==> config.mk <==
export PLATFORM = sky130hd
export DESIGN_NAME = div_iter
export DESIGN_NICKNAME = d
export VERILOG_FILES = /design/src/rtl/div_iter.sv
export SDC_FILE = /design/constraint.sdc
export NUM_CORES = 1
export LEC_CHECK = 0
export ABC_CLOCK_PERIOD_IN_PS = 8850
export BUFFER_PORTS_ARGS = -buffer_cell sky130_fd_sc_hd__buf_2
export CORE_MARGIN = 8
export CORE_UTILIZATION = 56
export CTS_CLUSTER_SIZE = 14
export DETAILED_ROUTE_END_ITERATION = 10
export GPL_ROUTABILITY_DRIVEN = 0
export PLACE_DENSITY = 0.76
export SLEW_MARGIN = 10
export SYNTH_ARGS = -nofsm -noshare
export SYNTH_HDL_FRONTEND = slang
export SYNTH_SLANG_ARGS = --single-unit
==> constraint.sdc <==
create_clock -name clk -period 8.85 [get_ports clk]
set_input_delay 1.77 -clock clk [delete_from_list [all_inputs] [get_ports clk]]
set_output_delay 1.77 -clock clk [all_outputs]
set_load 0.02 [all_outputs]
==> src/rtl/div_iter.sv <==
// Iterative radix-2 restoring divider for the EX stage (DIV/DIVU, one quotient bit per cycle).
// LO takes the quotient and HI the remainder; stall feeds the hazard unit.
module div_iter #(
  parameter int unsigned WIDTH  = 32,
  parameter logic [7:0]  DivOp  = 8'b0001_1010,
  parameter logic [7:0]  DivuOp = 8'b0001_1011
) (
  input  logic             clk,
  input  logic             resetn,
  input  logic             en,
  input  logic [7:0]       alucontrol,
  input  logic             annul,
  input  logic [WIDTH-1:0] a,
  input  logic [WIDTH-1:0] b,
  output logic             stall,
  output logic             ready,
  output logic [WIDTH-1:0] quotient,
  output logic [WIDTH-1:0] remainder
);

  localparam int unsigned CntW = $clog2(WIDTH);

  localparam logic [1:0] StIdle   = 2'd0;
  localparam logic [1:0] StCalc   = 2'd1;
  localparam logic [1:0] StFinish = 2'd2;

  logic [1:0]       state_q, state_d;
  logic [CntW-1:0]  cnt_q, cnt_d;
  logic [WIDTH-1:0] rem_q, rem_d;
  logic [WIDTH-1:0] quo_q, quo_d;
  logic [WIDTH-1:0] div_q, div_d;
  logic             neg_quo_q, neg_quo_d;
  logic             neg_rem_q, neg_rem_d;
  logic [WIDTH-1:0] quotient_q, quotient_d;
  logic [WIDTH-1:0] remainder_q, remainder_d;

  logic             is_signed, is_div, start;
  logic             a_neg, b_neg;
  logic [WIDTH-1:0] a_abs, b_abs;
  logic [WIDTH:0]   shifted, trial;
  logic [WIDTH-1:0] quo_step, rem_step;

  assign is_signed = (alucontrol == DivOp);
  assign is_div    = is_signed | (alucontrol == DivuOp);
  assign start     = en & ~annul & is_div;

  assign a_neg = is_signed & a[WIDTH-1];
  assign b_neg = is_signed & b[WIDTH-1];
  assign a_abs = a_neg ? -a : a;
  assign b_abs = b_neg ? -b : b;

  // Extra top bit keeps the carry of the shifted partial remainder for the trial subtract.
  assign shifted  = {rem_q, quo_q[WIDTH-1]};
  assign trial    = shifted - {1'b0, div_q};
  assign quo_step = {quo_q[WIDTH-2:0], ~trial[WIDTH]};
  assign rem_step = trial[WIDTH] ? shifted[WIDTH-1:0] : trial[WIDTH-1:0];

  always_comb begin
    state_d     = state_q;
    cnt_d       = cnt_q;
    rem_d       = rem_q;
    quo_d       = quo_q;
    div_d       = div_q;
    neg_quo_d   = neg_quo_q;
    neg_rem_d   = neg_rem_q;
    quotient_d  = quotient_q;
    remainder_d = remainder_q;
    case (state_q)
      StIdle: begin
        if (start) begin
          if (b == '0) begin
            state_d     = StFinish;
            quotient_d  = '1;
            remainder_d = a;
          end else begin
            state_d   = StCalc;
            cnt_d     = '0;
            rem_d     = '0;
            quo_d     = a_abs;
            div_d     = b_abs;
            neg_quo_d = a_neg ^ b_neg;
            neg_rem_d = a_neg;
          end
        end
      end
      StCalc: begin
        if (annul) begin
          state_d = StIdle;
          cnt_d   = '0;
        end else begin
          rem_d = rem_step;
          quo_d = quo_step;
          cnt_d = cnt_q + 1'b1;
          if (cnt_q == CntW'(WIDTH - 1)) begin
            state_d     = StFinish;
            cnt_d       = '0;
            quotient_d  = neg_quo_q ? -quo_step : quo_step;
            remainder_d = neg_rem_q ? -rem_step : rem_step;
          end
        end
      end
      StFinish: state_d = StIdle;
      default:  state_d = StIdle;
    endcase
  end

  always_ff @(posedge clk or negedge resetn) begin
    if (!resetn) begin
      state_q     <= StIdle;
      cnt_q       <= '0;
      rem_q       <= '0;
      quo_q       <= '0;
      div_q       <= '0;
      neg_quo_q   <= 1'b0;
      neg_rem_q   <= 1'b0;
      quotient_q  <= '0;
      remainder_q <= '0;
    end else begin
      state_q     <= state_d;
      cnt_q       <= cnt_d;
      rem_q       <= rem_d;
      quo_q       <= quo_d;
      div_q       <= div_d;
      neg_quo_q   <= neg_quo_d;
      neg_rem_q   <= neg_rem_d;
      quotient_q  <= quotient_d;
      remainder_q <= remainder_d;
    end
  end

  assign stall     = ((state_q == StIdle) & start) | (state_q == StCalc);
  assign ready     = (state_q == StFinish) & ~annul;
  assign quotient  = quotient_q;
  assign remainder = remainder_q;

endmodule
==> results_dict.tcl <==
set metrics [dict create \
    status "complete, no violations" \
    die-width_um 163 \
    crit_buf_inv 5 \
    synth_nets 1616 \
    final_common_cell "dfrtp_1" \
    die_y_um 163 \
    core_area_um2 21600 \
    routed_wl_um 31700 \
    power.share.clock_pct 33.3 \
    initial_core_util_pct 56.3 \
    cts_tree "yes" \
    rows 54 \
    grt_max_degree 104 \
    ys_ff_latch 169 \
    hold_slack_ns 0.487 \
    port-buffer-count 141 \
    wl_per_cell_um 16.9 \
    final_max_slew_viol_count 0 \
    critPathTopFamily "simple AND/OR/NAND/NOR gates" \
    async_reset_ff_share_pct 100 \
    fin_nets 1702 \
    final_antenna_net_count 0 \
    drt_iter0_markers 826 \
    path_cells "buf_2 > inv_1 > ha_1 > nand3_1 > or4_1 > nand2b_1 > nor2b_1 > nand2_1 > nor3_1 > nand2_1 > a21o_1 > buf_4 > inv_2 > buf_4 > nand2_1 > o22a_1" \
    r2r_slack_ns 3.09 \
    finalHoldViolations 0 \
    cts_hold_buf 0 \
    max_freq_ghz 0.163 \
    grt_use_total_pct 24.0 \
    cp-end-kind "register" \
    rsz0062_at_grt "no" \
    combPwrFrac_pct 28.1 \
    place_hpwl_um 23400 \
    diodes 0 \
    p_per_area_nw_per_um2 175 \
    boundaryPins 142 \
    yosysUniqueCellTypes 83 \
    yosys_warnings 0 \
    syn_inst 1501 \
    p_leak_nw 6.16 \
    cts_buffer_depth 2 \
    worst_pin_slew_ns 1.02 \
    cts_made_buffers 17 \
    die_area_um2 26600 \
    vias 11200 \
    crit_arrival_ns 6.43 \
    syn2layout_area_growth_pct 11.6 \
    grt_overflow 0 \
    seq_area_frac_synth_pct 34.9 \
    power_switching_mw 0.840 \
    antenna_found_initial 0 \
    avgSynthCellArea_um2 8.08 \
    worstPathMaxFanout 78 \
    skew_ns 0.00912 \
    drv.max_cap_violation_count 0 \
    synth-main-ff-cell "dfrtp_1" \
    setup_viol 0 \
    syn_area_um2 12100 \
    grt_pass1_wl_um 52900 \
    p_total_mw 2.36 \
    crit_required_ns 9.17 \
    start_kind "input pin" \
    cts-resized-gates 0 \
    period_share_pct 69.1 \
    clk_pin_slew_worst_paths_ns 0.07 \
    drive_above_1_share_pct 13.6 \
    intPower_mw 1.52 \
    cts_root_buf "clkbuf_16" \
    max_slew_margin_pct 32.3 \
    path_common_cell "nand2_1" \
    hold_class "register to register" \
    synth_edf_count 0 \
    tns_ns 0 \
    slowest_delay_ns 0.73 \
    firstDrtPassIters 5 \
    period_minus_slack_ns 6.12 \
    cts_htree_levels 4 \
    clkSinkCount 169 \
    swShare_pct 35.5 \
    insertion_delay_ns 0.44 \
    most-common-layout-cells "dfrtp_1, nor2_1, a21oi_1, nand2_1, o21ai_0" \
    seqPwrFrac_pct 38.6 \
    vdd_ir_drop_max_v 0.0000976 \
    via_per_inst 5.97 \
    critPathSlowestCell "nand2_1" \
    crit_type "input pin to register" \
    grt_pass1_vias 10700 \
    drc 0 \
    cts_setup_buffers 0 \
]
## tightest hold or removal path: cells and delay by family, from the launching register on
kind	cells	cell delay, ns
AO/OA/AOI/OAI	1	0.06
AND/OR/NAND/NOR	1	0.05
flip-flops	1	0.35
## registers in the layout (all words and copies together), names as in the netlist, 2 cells and up
register / flops
quotient: 32
div_q: 32
cnt_q: 5
remainder: 32
state_q: 2
rem_q: 32
quo_q: 32
## power by group through the flow
stage / logic (mW) / registers, mW / clock network [mW]
final: 0.663 / 0.913 / 0.786
after global routing: 0.733 / 0.922 / 0.827
after CTS: 0.654 / 0.909 / 0.793
after detailed placement: 0.646 / 0.923 / 0
after global placement: 0.630 / 0.921 / 0
after floorplan: 0.493 / 0.897 / 0
## kinds of logic after synthesis
| kind of cell | after synthesis | synth area share (%) |
|---|---|---|
| AOI/OAI and AO/OA | 463 | 23.4 |
| xor gates and xnor gates | 135 | 9.75 |
| adders and majority gates | 39 | 4.08 |
| buffers and inverters | 135 | 4.52 |
| DFF | 169 | 34.9 |
| muxes | 35 | 2.95 |
| and+or+nand+nor | 525 | 20.5 |
## synthesized netlist by cell type, drive strengths merged (16+ instances only)
library cell / instances / area share [%]
a21oi: 159 / 6.7
nand2b: 16 / 0.83
ha: 38 / 3.9
inv: 52 / 1.6
or3: 20 / 1.1
a31oi: 27 / 1.4
buf: 20 / 0.93
nand2: 151 / 4.7
o21ai: 146 / 6.1
clkbuf: 62 / 1.9
dfrtp: 169 / 35
nand3: 47 / 1.9
xnor2: 66 / 4.8
nor3: 39 / 1.6
o31ai: 28 / 1.8
nor2: 163 / 5.0
xor2: 69 / 5.0
mux2i: 29 / 2.4
## metal layers
| metal | wire (µm) | GRT usage, % |
|---|---|---|
| met3 | 2090 | 3.93 |
| met2 | 14400 | 37.9 |
| met5 | 0 | 0 |
| met4 | 621 | 7.51 |
| met1 | 14600 | 33.1 |
## path summary, 6_finish.rpt
| check | start | end | cells after the start |
|---|---|---|---|
| max reg2reg | quo_q[31] | remainder[28] | 20 |
| max in group asynchronous | resetn | rem_q[31] | 2 |
| max | b[0] | quotient[15] | 16 |
| min | div_q[27] | div_q[27] | 2 |
| min reg2reg | div_q[27] | div_q[27] | 2 |
| min in group asynchronous | resetn | quotient[8] | 1 |
## area by class of cell
class | count | area (µm²)
fillers | 1923 | 8020
multi-input cells | 1197 | 7370
flip-flops and latches | 169 | 4230
repair buffers | 149 | 772
clock buffers | 18 | 439
well taps | 280 | 350
inverters | 53 | 199
clock inverters | 14 | 173
## metrics by stage
step,cells,utilization (%),worst slack (ns),cell area [µm²]
CTS,1880,62.8,2.78,13500
global placement,1848,60.0,2.47,12900
global route,1880,62.8,2.33,13500
detailed placement,1848,60.0,2.34,12900
floorplan,1501,-,4.29,12100
finish,1880,62.8,2.73,13500
No activity file was read; power rests on OpenSTA's default activity.
